<file path="config.mk">
export PLATFORM = sky130hd
export DESIGN_NAME = sensor_serial_uc
export DESIGN_NICKNAME = d
export VERILOG_FILES = /design/src/rtl/sensor_serial_uc.sv
export SDC_FILE = /design/constraint.sdc
export NUM_CORES = 1
export LEC_CHECK = 0
export ABC_AREA = 1
export BUFFER_PORTS_ARGS = -buffer_cell sky130_fd_sc_hd__buf_2
export CORE_MARGIN = 10
export CORE_UTILIZATION = 40
export CTS_CLUSTER_SIZE = 8
export DETAILED_ROUTE_END_ITERATION = 16
export GPL_TIMING_DRIVEN = 0
export PLACE_DENSITY = 0.61
export SETUP_SLACK_MARGIN = 0.4
export SLEW_MARGIN = 10
export SYNTH_ARGS = -nofsm -noshare
export SYNTH_HDL_FRONTEND = slang
export SYNTH_SLANG_ARGS = --single-unit
export TNS_END_PERCENT = 1
</file>
<file path="constraint.sdc">
create_clock -name clock -period 1.4 [get_ports clock]
set_clock_uncertainty 0.1 [all_clocks]
set_input_delay 0.14 -clock clock [delete_from_list [all_inputs] [get_ports clock]]
set_output_delay 0.14 -clock clock [all_outputs]
set_load 0.02 [all_outputs]
</file>
<file path="src/rtl/sensor_serial_uc.sv">
// sensor_serial_uc: sequences one ultrasonic measurement and its 4-character serial report
// Ports: clock/reset (async active-low); medir starts a cycle.
// Sensor handshake: medir_sensor request, then sensor_pronto/sensor_medida (12-bit BCD).
// Transmitter handshake: tx_partida/tx_dados out, tx_pronto back.
// Status: pronto ends a cycle, timeout flags an aborted measurement, db_estado shows the state code.
// SENSOR_UC_PERIODIC_EN: also starts a cycle after PERIOD_CYCLES idle cycles in INICIAL.
module sensor_serial_uc #(
  parameter int TIMEOUT_CYCLES = 5000000,
  parameter logic [6:0] SEPARATOR = 7'h23,
  parameter int PERIOD_CYCLES = 25000000
) (
  input  logic        clock,
  input  logic        reset,
  input  logic        medir,
  input  logic        sensor_pronto,
  input  logic [11:0] sensor_medida,
  input  logic        tx_pronto,
  output logic        medir_sensor,
  output logic        tx_partida,
  output logic [6:0]  tx_dados,
  output logic        pronto,
  output logic        timeout,
  output logic [3:0]  db_estado
);
  localparam int TW = $clog2(TIMEOUT_CYCLES + 1);
  typedef enum logic [3:0] {
    INICIAL = 4'd0, MEDE = 4'd1, AGUARDA_MEDIDA = 4'd2, ARMAZENA = 4'd3,
    TX_CHAR = 4'd4, AGUARDA_TX = 4'd5, PROXIMO = 4'd6, FINAL = 4'd7, ERRO = 4'hE
  } state_t;
  state_t state;
  logic [TW-1:0] cnt;
  logic [11:0] dig;
  logic [1:0] idx, ni;
  logic [3:0] nd;
  logic [6:0] nxt_char;
  logic start;
  assign db_estado = state;
`ifdef SENSOR_UC_PERIODIC_EN
  localparam int PW = $clog2(PERIOD_CYCLES + 1);
  logic [PW-1:0] pcnt;
  assign start = medir | (pcnt == PW'(PERIOD_CYCLES - 1));
  always_ff @(posedge clock or negedge reset)
    if (!reset) pcnt <= '0;
    else pcnt <= (state != INICIAL || start) ? '0 : pcnt + 1'b1;
`else
  logic unused_period;
  assign unused_period = ^PERIOD_CYCLES;
  assign start = medir;
`endif
  // Character for the index about to be loaded on entry to TX_CHAR
  always_comb begin
    ni = (state == PROXIMO) ? idx + 2'd1 : 2'd0;
    nd = (ni == 2'd0) ? dig[11:8] : (ni == 2'd1) ? dig[7:4] : dig[3:0];
    nxt_char = (ni == 2'd3) ? SEPARATOR : (nd > 4'd9) ? 7'h3F : 7'h30 + {3'b0, nd};
  end
  // Outputs are set on the transition into the state that owns them
  always_ff @(posedge clock or negedge reset)
    if (!reset) begin
      state <= INICIAL;
      medir_sensor <= 1'b0;
      tx_partida <= 1'b0;
      tx_dados <= '0;
      pronto <= 1'b0;
      timeout <= 1'b0;
      dig <= '0;
      idx <= '0;
      cnt <= '0;
    end else begin
      medir_sensor <= 1'b0;
      tx_partida <= 1'b0;
      pronto <= 1'b0;
      case (state)
        INICIAL: if (start) begin
          state <= MEDE;
          medir_sensor <= 1'b1;
          timeout <= 1'b0;
        end
        MEDE: begin
          state <= AGUARDA_MEDIDA;
          cnt <= '0;
        end
        AGUARDA_MEDIDA: begin
          cnt <= cnt + 1'b1;
          if (sensor_pronto) begin
            state <= ARMAZENA;
            dig <= sensor_medida;
          end else if (cnt == TW'(TIMEOUT_CYCLES - 1)) begin
            state <= FINAL;
            timeout <= 1'b1;
            pronto <= 1'b1;
          end
        end
        ARMAZENA, PROXIMO: if (state == PROXIMO && idx == 2'd3) begin
          state <= FINAL;
          pronto <= 1'b1;
        end else begin
          state <= TX_CHAR;
          idx <= ni;
          tx_partida <= 1'b1;
          tx_dados <= nxt_char;
        end
        TX_CHAR: state <= AGUARDA_TX;
        AGUARDA_TX: if (tx_pronto) state <= PROXIMO;
        FINAL: state <= INICIAL;
        ERRO: state <= INICIAL;
        default: state <= INICIAL;
      endcase
    end
endmodule
</file>
==> impl_metrics.yaml <==
run_status:
  outcome: "complete, but fails checks"
  violations: "hold timing, setup timing"
global_route:
  grt_max_degree: 51
  grt_pass1_vias: 2578
  grtUsageTotal: 0.142
  grt_overflow_total: 0
  antenna_found_initial: 0
  grt_pass1_wl_mm: 12.1
power_and_ir_drop:
  pwr_density_cell_nw_per_um2: 1590
  cellLeakagePower_nw: 1.72
  peakVddDrop_uv: 1100
yosys:
  synth_most_common_cell: "nand2_1"
  synth_warnings: 0
  synth_edf_count: 0
  synth_top_area_cell: "dfrtp_1"
  synth_area_leaders: "dfrtp_1 (45%), nand2_1 (11%), nand3_1 (6.4%)"
  netlist_area_um2: 2750
  ys_types: 33
  ys_ff_latch: 50
  seq_area_frac_synth: 0.455
  synth.top_cell.area_share: 0.455
  synth_common_cells: "nand2_1 (84), dfrtp_1 (50), nor2_1 (45), inv_1 (44), nand3_1 (35)"
  async_flop_share: 1.00
  syn_area_per_cell_um2: 7.66
  synth_flop_cell: "dfrtp_1"
  syn_inst: 359
floorplan:
  dieArea_um2: 10600
  chipHeight_um: 103
  die_w_um: 103
  io_pins: 32
  coreArea_um2: 6760
  initial_core_util: 0.407
  rows: 30
sta:
  min_period_ns: 1.53
  setup-tns-final_ns: -3.19
  max_freq_mhz: 652
  final-hold-violation-count: 50
  finalSetupViolations: 43
  setup_ws_ns: -0.134
  final.period_utilization: 1.10
  tightest_slew_ns: 0.636
  rsz0062_at_grt: "yes"
  timing.hold.ws_ns: -0.262
  relSlewSlack: 0.576
  drv_slew: 0
worst_setup_path:
  start_kind: "flip-flop"
  critPathRequiredTime_ns: 1.52
  critPathMaxFanout: 8
  worstPathArrival_ns: 1.65
  cp-end-kind: "flip-flop"
  critPathKind: "flip-flop to flip-flop"
detailed_routing:
  drtIter0Drc: 159
  drc_errors: 0
  vias: 2568
  dr.pass1.iters: 4
  routedWlPerCell_um: 14.1
  wl_mm: 7.20
  vias_per_cell: 5.05
  ant_nets: 0
layout:
  syn2layout_area_growth_pct: 38.2
  fillers: 619
  layout-drive-gt1-share: 0.347
  diodes: 0
  fin_cells: 509
  nNetsFinal: 447
cts:
  clock_latency_ns: 0.31
  clock_path_buffers: 2
  clock-sinks: 50
  cts_htree_levels: 2
  clk_pin_slew_ns: 0.10
  ctsHoldBuffers: 13
  cts_tree: "built"
  numCtsBuffers: 5
  clockRootBuffer: "clkbuf_8"
job:
  maxCapViolCount: 0
placement:
  io_buffer_count: 29
  dpl.hpwl_mm: 4.90
  place_congestion: 0.885
  dp_cells: 469
worst_hold_path:
  hold_path_class: "input pin to asynchronous set/reset pin"
[routing by layer]
metal / global-route usage / vias up / part of all wire
li1: - / 1300 / -
met1: 0.196 / 1216 / 0.47
met2: 0.219 / 46 / 0.48
met3: 0.0295 / 6 / 0.041
met4: 0.0396 / 0 / 0.013
met5: 0 / - / 0
[worst max-delay path, stage by stage, from the launching register on]
cell and delay (ns):
dfrtp_2 0.43, inv_2 0.05, nor2_4 0.23, nand2_4 0.10, buf_4 0.17, nand2_1 0.09
nor2_1 0.06, o31ai_1 0.21
[area by class of cell]
class                           count  area [um^2]  share of cell area
Sequential cell                    50         1260               0.331
Tap cell                           80          100              0.0263
Buffer                              7         71.3              0.0188
Clock buffer                        6         82.6              0.0217
Inverter                           46          183              0.0481
Timing Repair Buffer               61          502               0.132
Clock inverter                      2         38.8              0.0102
Multi-Input combinational cell    257         1560               0.411
[per-stage QoR]
stage / utilization / area, um^2 / worst slack (ns) / hold WS, ns / total power (W)
after floorplan: - / 2830 / -0.0534 / -0.256 / 0.00352
after global placement: 0.455 / 3080 / -0.311 / 0.272 / 0.00408
after detailed placement: 0.455 / 3080 / -0.298 / 0.277 / 0.00411
after CTS: 0.547 / 3700 / -0.113 / -0.216 / 0.00591
after global routing: 0.563 / 3800 / -0.231 / -0.209 / 0.00645
final: 0.563 / 3800 / -0.134 / -0.262 / 0.00604
[kinds of logic after synthesis]
kind of cell	count (synthesis)	share of synthesized area
simple gates	194	0.320
flops	50	0.455
xor+xnor	4	0.0127
compound gates	49	0.0969
fa+ha+maj	2	0.00909
buf+inv	53	0.0809
other cells	1	0.00136
mux	6	0.0246
[repair_timing]
item                                    in CTS  in global routing
setup buffers                               15                  4
gates resized for setup                     73                 25
endpoints found under the setup margin      66                 63
endpoints found under the hold margin       63                 50
pin swaps                                   13                 12
[path summary, 6_finish.rpt]
kind / from / to / slack (ns) / cells past startpoint
setup / recovery: db_estado[1] / db_estado[1] / -0.13 / 7
hold / removal: reset / cnt[22] / -0.26 / 1
setup reg to reg: db_estado[1] / db_estado[1] / -0.13 / 7
hold reg to reg: timeout / timeout / 0.39 / 2
max in group asynchronous: reset / cnt[0] / 1.00 / 1
min in group clock: sensor_pronto / pronto / 0.02 / 2
[layout by cell type (no fill, tap or decap), types with 2 or more instances in the layout]
cell type,instances
nand2_1,74
dfrtp_1,43
inv_1,35
nor2_1,27
nand3_1,26
buf_4,22
o21ai_0,19
buf_2,17
nor2_2,14
buf_6,14
dlygate4sd3_1,13
a21oi_1,12
nor2_4,9
nand2_2,9
nand4_1,9
inv_2,8
dfrtp_2,7
nand3_2,6
mux2_2,6
clkbuf_8,6
nor3_2,5
o21ai_1,5
nand2_4,4
nand3_4,4
o21ai_2,3
nor3_4,3
xor2_1,3
a22oi_1,3
inv_4,2
o31ai_1,2
inv_6,2
ha_4,2
conb_1,2
[registers in the layout, summed over array words and instances, names as in the netlist]
register	cells
cnt	23
db_estado	3
dig	12
idx	2
medir_sensor	1
pronto	1
timeout	1
tx_dados	6
tx_partida	1
[report_power, final]
| part | internal, W | leakage (nW) | switching, W |
|---|---|---|---|
| clock | 0.000589 | 0.0618 | 0.000517 |
| sequential | 0.00180 | 0.627 | 0.000250 |
| combinational | 0.00124 | 1.03 | 0.00165 |
Note: power is estimated with default switching activity, not from simulation.
